### src/rtl/prio_enc_queue.sv
// prio_enc_queue: registered priority encoder queue.
//
// Pulsed request lines are latched into a sticky pending vector. A valid/ready
// port then emits one encoded index per grant and clears that pending bit.
// The default build grants the highest pending index first.
//
// Optional feature: define PRIENC_RR_EN to get rotating priority. The search
// then begins just below the last granted index and wraps from 0 to N-1.
//
// Ports:
//   clk        rising-edge clock
//   rst_n      asynchronous active-low reset
//   enable     gates request latching and new grant loads
//   req[N]     request pulses, bit k = source k
//   out_valid  out_idx holds a granted index
//   out_ready  consumer accepts out_idx when out_valid && out_ready
//   out_idx    encoded granted index (IDX_W bits)
//   pending[N] registered pending vector (not yet granted)
//   overflow   one-cycle pulse: request hit an already pending bit
module prio_enc_queue #(
  parameter int unsigned N     = 8,
  parameter int unsigned IDX_W = 3
) (
  input  logic             clk,
  input  logic             rst_n,
  input  logic             enable,
  input  logic [N-1:0]     req,
  output logic             out_valid,
  input  logic             out_ready,
  output logic [IDX_W-1:0] out_idx,
  output logic [N-1:0]     pending,
  output logic             overflow
);

  typedef enum logic [0:0] {StIdle, StHold} state_e;

  state_e           state_q, state_d;
  logic [N-1:0]     pending_q, pending_d;
  logic [IDX_W-1:0] out_idx_q, out_idx_d;
  logic             overflow_q, overflow_d;
  logic [N-1:0]     clr;
  logic [IDX_W-1:0] sel;
  logic             load;

`ifdef PRIENC_RR_EN
  // Index where the next search begins. Holding "last grant - 1" rather than
  // the last grant itself makes the reset value N-1 start the search at N-1.
  logic [IDX_W-1:0] start_q, start_d;
  int unsigned      rr_idx;
  logic             found;

  always_comb begin
    sel    = '0;
    found  = 1'b0;
    rr_idx = 0;
    for (int unsigned i = 0; i < N; i++) begin
      rr_idx = (32'(start_q) >= i) ? 32'(start_q) - i : 32'(start_q) + N - i;
      if (!found && |(pending_q & (N'(1) << rr_idx))) begin
        sel   = IDX_W'(rr_idx);
        found = 1'b1;
      end
    end
  end

  always_comb begin
    start_d = start_q;
    if (load) begin
      start_d = (sel == '0) ? IDX_W'(N - 1) : sel - IDX_W'(1);
    end
  end

  always_ff @(posedge clk or negedge rst_n) begin
    if (!rst_n) begin
      start_q <= IDX_W'(N - 1);
    end else begin
      start_q <= start_d;
    end
  end
`else
  // Fixed priority: the last match in ascending order is the highest index.
  always_comb begin
    sel = '0;
    for (int unsigned k = 0; k < N; k++) begin
      if (pending_q[k]) begin
        sel = IDX_W'(k);
      end
    end
  end
`endif

  always_comb begin
    state_d = state_q;
    load    = 1'b0;
    unique case (state_q)
      StIdle: begin
        if (enable && (pending_q != '0)) begin
          load    = 1'b1;
          state_d = StHold;
        end
      end
      StHold: begin
        if (out_ready) begin
          if (enable && (pending_q != '0)) begin
            load = 1'b1;
          end else begin
            state_d = StIdle;
          end
        end
      end
      default: state_d = StIdle;
    endcase
  end

  always_comb begin
    clr       = load ? (N'(1) << sel) : '0;
    // New requests are OR-ed in after the clear, so a same-cycle set wins.
    pending_d = (pending_q & ~clr) | (enable ? req : '0);
    // The bit being granted this cycle is not a duplicate.
    overflow_d = enable && ((req & pending_q & ~clr) != '0);
    out_idx_d  = load ? sel : out_idx_q;
  end

  always_ff @(posedge clk or negedge rst_n) begin
    if (!rst_n) begin
      state_q    <= StIdle;
      pending_q  <= '0;
      out_idx_q  <= '0;
      overflow_q <= 1'b0;
    end else begin
      state_q    <= state_d;
      pending_q  <= pending_d;
      out_idx_q  <= out_idx_d;
      overflow_q <= overflow_d;
    end
  end

  assign out_valid = (state_q == StHold);
  assign out_idx   = out_idx_q;
  assign pending   = pending_q;
  assign overflow  = overflow_q;

endmodule

### config.mk
export PLATFORM = sky130hd
export DESIGN_NAME = prio_enc_queue
export DESIGN_NICKNAME = d
export VERILOG_FILES = /design/src/rtl/prio_enc_queue.sv
export SDC_FILE = /design/constraint.sdc
export NUM_CORES = 1
export LEC_CHECK = 0
export BUFFER_PORTS_ARGS = -buffer_cell sky130_fd_sc_hd__buf_2
export CAP_MARGIN = 20
export CORE_UTILIZATION = 49
export DETAILED_ROUTE_END_ITERATION = 10
export PLACE_DENSITY = 0.8
export SLEW_MARGIN = 20
export SYNTH_ARGS = -nofsm -noshare
export SYNTH_HDL_FRONTEND = slang
export SYNTH_SLANG_ARGS = --single-unit
### constraint.sdc
create_clock -name clk -period 3.15 [get_ports clk]
set_clock_uncertainty 0.2 [all_clocks]
set_input_delay 0.315 -clock clk [delete_from_list [all_inputs] [get_ports clk]]
set_output_delay 0.315 -clock clk [all_outputs]
set_load 0.03 [all_outputs]
==> run_results.csv, run 1 <==
group,metric,value,unit
global_routing,track_usage,25.1,%
logic_synthesis,yosysWarnings,0,
sta,worst_pin_slew,0.471,ns
floorplan,placeableCoreArea,0.00117,sq mm
layout,post-route-cell-area,811,sq um
sta,fmax,0.539,GHz
routing,vias,635,
sta,setup_viol,0,
sta,setup_ws,1.29,ns
layout,final_nets,107,
clock_tree,post_cts_buffers,0,
power,p_leak,0.365,nW
logic_synthesis,syn_nets,79,
logic_synthesis,synth_cells,67,
floorplan,die_height,38.3,um
floorplan,die_area,0.00146,sq mm
layout,areaGrowthSynthToFinish,25.8,%
logic_synthesis,ys_seq_area_share,50.5,%
sta,fin_crit,1.86,ns
layout,post-route-util,69.2,%
min_path,hp-class,"primary input to flip-flop",
power,pwr_density_cell,489,mW/mm^2
worst_setup_path,arrival,1.81,ns
logic_synthesis,ys_ff_latch,13,
clock_tree,clk_path_buf_depth,2,
routing,dr.pass1.iters,4,
place,place.gp.congestion,0.791,
floorplan,io-pin-count,25,
floorplan,fp-row-count,12,
routing,drt_iter0_drc,16,
worst_setup_path,start_kind,"flip-flop",
global_routing,antenna_found_initial,0,
sta,relSlewSlack,68.3,%
worst_setup_path,r2r_slack,1.29,ns
global_routing,grt_pass1_wl,2420,um
sta,holdWs,0.0548,ns
worst_setup_path,criticalPathCategory,"flip-flop to flip-flop",
routing,wl_per_cell,13.9,um
floorplan,die-width,38.3,um
global_routing,grt_max_degree,14,
sta,tns,0,ns
flow_run,cap_violations,0,
logic_synthesis,netlist.area_leader.share,50.5,%
layout,fillers,98,
clock_tree,insertion_delay,0.28,ns
clock_tree,cts-root-buf,"clkbuf_4",
sta,finalCritPeriodShare,58.9,%
clock_tree,cts_tree,"yes",
worst_setup_path,cp_max_fo,7,
logic_synthesis,syn_area,644,sq um
clock_tree,cts_resized,0,
layout,regArea,325,sq um
layout,multi_input_area,304,sq um
sta,rsz0062_at_grt,"no",
routing,drc,0,
clock_tree,cts_buffers,3,
sta,hold_viol,0,
worst_setup_path,cp-end-kind,"flip-flop",
floorplan,start_util,55.0,%
place,io_buffers,24,
routing,finalWirelength,1500,um
clock_tree,htreeDepth,1,
worst_setup_path,slowest_stage,"dfrtp_1",
logic_synthesis,ys_types,24,
clock_tree,clk_pin_slew_worst_paths,0.08,ns
sta,final_max_slew_viol_count,0,
layout,drive_gt1_share,31.9,%
routing,drtAntennaViolNets,0,
logic_synthesis,synth_area_leaders,"dfrtp_1 50%, a22o_1 9.5%, nand2_1 6.4%, o21ai_0 4.7%, nand3_1 3.9%",
worst_setup_path,path_cells,"nor2_2 -> nand3_2 -> or3_1 -> a32oi_1 -> a41oi_1",
layout,antenna_cells,0,
worst_setup_path,slowest_delay,0.46,ns
worst_setup_path,worstPathRequired,3.10,ns
place,place_area,774,sq um
clock_tree,numClockSinks,13,
power,irDropWorstVdd,0.331,mV
logic_synthesis,syn_area_per_cell,9.62,sq um
logic_synthesis,synth_top_cell_by_area,"dfrtp_1",
place,dp_worst_setup_slack,1.32,ns
routing,vias_per_cell,5.88,
place,post-dp-hpwl,1080,um
global_routing,grt_pass1_vias,543,
outcome,status,"completed",
global_routing,grt-ovfl-total,0,
==> flip-flops by register name, summed over array words and instances, names as in the netlist <==
signal     flops
out_valid      1
out_idx        3
overflow       1
pending        8
==> final cells by class <==
class	count	area share [%]
inverter	2	0.926
tap	14	2.16
sequential	13	40.1
multi-input combinational	50	37.5
timing repair buffer	25	16.0
clock buffer	4	3.24
==> placed cells by master, fill, tap and decap left out, types with 2 or more instances in the layout <==
cell type and count:
and2_1 2, clkbuf_4 3, nor2_1 3, dfrtp_1 13
a32oi_1 2, buf_2 24, nand2_1 11, a22o_1 7
nand3_1 5, o21ai_0 6, inv_1 2
==> power by group <==
| part | switching [mW] | leakage, nW | total (mW) | internal, mW |
|---|---|---|---|---|
| combinational | 0.0616 | 0.216 | 0.0951 | 0.0334 |
| clock | 0.0535 | 0.0150 | 0.103 | 0.0491 |
| sequential | 0.0176 | 0.133 | 0.199 | 0.181 |
==> path summary, 6_finish.rpt <==
path | startpoint | endpoint | depth (start not counted)
worst min register to register | out_idx[1] | out_idx[1] | 2
max in group asynchronous | rst_n | pending[6] | 2
min in group asynchronous | rst_n | overflow | 2
worst max register to register | pending[6] | overflow | 5
worst max-delay path | pending[6] | overflow | 5
worst min-delay path | req[4] | pending[4] | 2
==> cells by family after synthesis <==
group | count (synthesis) | synth area share, %
AO/OA/AOI/OAI | 21 | 23.9
buffers and inverters | 4 | 2.33
flip-flops | 13 | 50.5
AND/OR/NAND/NOR | 29 | 23.3
==> metal layers <==
metal  wire length (um)  share of wire (%)  global-route usage, %
met1                677                 45                   31.3
met2                697                 46                   40.7
met3                 94                6.3                   3.49
met4                 32                2.1                   15.2
met5                  0                  0                      0
==> Yosys cell counts <==
cell and count:
dfrtp_1 13, nand2_1 11, a22o_1 7, o21ai_0 6, nand3_1 5, nor2_1 3, a32oi_1 2, and2_1 2
clkbuf_1 2, inv_1 2, a21o_1 1, a21oi_1 1, a41oi_1 1, and3_1 1, nand2b_1 1, nand3_2 1
nor2_2 1, nor2b_1 1, nor4_1 1, nor4_2 1, o21a_1 1, o21bai_1 1, o31a_1 1, or3_1 1
==> stage by stage <==
stage,cells,total power [mW]
2_1_floorplan,67,0.262
3_3_place_gp,103,0.293
3_5_place_dp,103,0.295
4_1_cts,108,0.397
5_1_grt,108,0.419
6_report,108,0.396
==> what timing repair did <==
| item | in CTS | in global routing |
|---|---|---|
| endpoints found under the setup margin | 0 | 0 |
| endpoints found under the hold margin | 13 | 0 |
| hold buffers | 1 | 0 |
==> worst max-delay path, delay by kind of cell, from the launching register on <==
family | cells | cell delay (ns)
simple gates | 3 | 0.67
flops | 1 | 0.46
compound gates | 2 | 0.41
Note: power is estimated with default switching activity, not from simulation.
==> run 2: changes to the inputs <==
Settings changed: CORE_UTILIZATION 49 to 41, PLACE_DENSITY 0.8 to 0.72.
Clock period 3.15 ns to 1.6 ns, I/O delays scaled along.
==> run 2 against run 1 <==
Effect of this change:
- the run now ends with setup timing left
- global-route usage down 0.34 points
- wire length up 36%
- sequential share of layout area down 9.1 points
- worst hold slack worse by 0.037 ns
- power up 120%
- die area up 18%
- via count up 19%
- critical path depth down 1
- clock-buffer cell count unchanged
- non-clock buffer count up 26
==> run_results.csv, run 2 (synthesized netlist as in run 1, its figures left out) <==
group,metric,value,unit
floorplan,start_util,46.6,%
power,p_leak,0.502,nW
worst_setup_path,cp-end-kind,"flip-flop",
place,post-dp-hpwl,1270,um
power,pwr_density_cell,810,mW/mm^2
floorplan,io-pin-count,25,
worst_setup_path,cp_max_fo,3,
global_routing,antenna_found_initial,0,
routing,met3WireLength,154,um
layout,final_nets,133,
layout,areaGrowthSynthToFinish,66.4,%
sta,relSlewSlack,76.7,%
global_routing,track_usage,24.7,%
sta,fmax,0.585,GHz
clock_tree,cts-root-buf,"clkbuf_4",
sta,final_max_slew_viol_count,0,
global_routing,grt_pass1_wl,3260,um
worst_setup_path,arrival,1.67,ns
flow_run,cap_violations,0,
sta,finalCritPeriodShare,107,%
routing,vias,758,
layout,layout_commonest_cell,"buf_2",
routing,drc,0,
floorplan,die_height,41.6,um
global_routing,grt_pass1_vias,718,
layout,final_cell_mix,"24 x buf_2, 16 x buf_4, 11 x nand2_1, 11 x dlygate4sd3_1",
global_routing,grt-ovfl-total,0,
sta,worst_pin_slew,0.346,ns
outcome,status,"finished, violations left",
clock_tree,htreeDepth,1,
floorplan,placeableCoreArea,0.00138,sq mm
clock_tree,cts_tree,"yes",
clock_tree,numClockSinks,13,
clock_tree,clk_path_buf_depth,2,
worst_setup_path,start_kind,"flip-flop",
power,irDropWorstVdd,0.646,mV
routing,drt_iter0_drc,29,
layout,antenna_cells,0,
min_path,hp-class,"primary input to flip-flop",
routing,top_layer_used,"met4",
routing,finalWirelength,2040,um
global_routing,grt_max_degree,14,
power,power,869,uW
sta,setup_ws,-0.108,ns
place,io_buffers,24,
place,place.gp.congestion,0.862,
layout,largest_register_ffs,8,
sta,rsz0062_at_grt,"yes",
sta,tns,-0.335,ns
routing,wl_met2,963,um
routing,wirelength_met1,885,um
floorplan,die_area,0.00173,sq mm
sta,setup_viol,5,
routing,drtAntennaViolNets,0,
sta,hold_viol,0,
floorplan,die-width,41.6,um
layout,fillers,96,
layout,drive_gt1_share,45.8,%
routing,wl_per_cell,15.1,um
clock_tree,clk_pin_slew_worst_paths,0.08,ns
outcome,violations,"setup timing",
routing,dr.pass1.iters,4,
clock_tree,cts_buffers,3,
worst_setup_path,criticalPathCategory,"flip-flop to flip-flop",
place,dp_worst_setup_slack,-0.0899,ns
sta,fin_crit,1.71,ns
routing,vias_per_cell,5.61,
floorplan,fp-row-count,13,
worst_setup_path,worstPathRequired,1.56,ns
clock_tree,insertion_delay,0.28,ns
[run 2: power by group]
| part | internal, mW | switching (mW) | total [mW] |
|---|---|---|---|
| clock network | 0.0970 | 0.116 | 0.213 |
| registers | 0.359 | 0.0297 | 0.389 |
| logic | 0.117 | 0.151 | 0.267 |
[run 2: worst paths after layout]
| path | start | end | slack [ns] | cells after the start |
|---|---|---|---|---|
| min in group asynchronous | rst_n | out_idx[0] | 0.08 | 2 |
| worst max-delay path | pending[6] | overflow | -0.11 | 4 |
| worst min-delay path | enable | pending[5] | 0.02 | 2 |
| worst max register to register | pending[6] | overflow | -0.11 | 4 |
| max in group asynchronous | rst_n | pending[2] | 0.87 | 2 |
| worst min register to register | out_idx[1] | out_idx[1] | 0.28 | 2 |
[run 2: per-stage QoR]
step           cells  hold slack [ns]  util, %  area [sq um]
2_1_floorplan     67           -0.336        -           662
3_3_place_gp     117           -0.136     63.7           881
3_5_place_dp     117           -0.136     63.7           881
4_1_cts          134           0.0115     76.4          1060
5_1_grt          135           0.0378     77.6          1070
6_report         135           0.0183     77.6          1070
[run 2: layer usage]
layer,GRT usage [%],vias up
li1,-,352
met1,35.0,359
met2,37.8,43
met3,4.35,4
met4,9.03,0
met5,0,-
[run 2: worst max-delay path, cell delays in order (launching register included)]
cell and delay [ns]:
dfrtp_2 0.46, nor4_2 0.40, nand3_1 0.17, a32oi_1 0.23, a41oi_1 0.13
[run 2: cell type report]
cell class	count	area [sq um]	share of cell area, %
clock buffers	4	26.3	2.45
inverters	2	7.51	0.700
multi-input cells	50	337	31.4
flip-flops and latches	13	333	31.0
well taps	15	18.8	1.75
repair buffers	51	350	32.7
[run 2: timing repair]
action                     in CTS  in global routing
setup endpoints to repair       3                  5
pin swaps                       3                  4
buffers inserted                2                  1
resized for setup               4                  1
hold buffers                   11                  0
cloned                          0                  0
hold endpoints to repair       23                  0
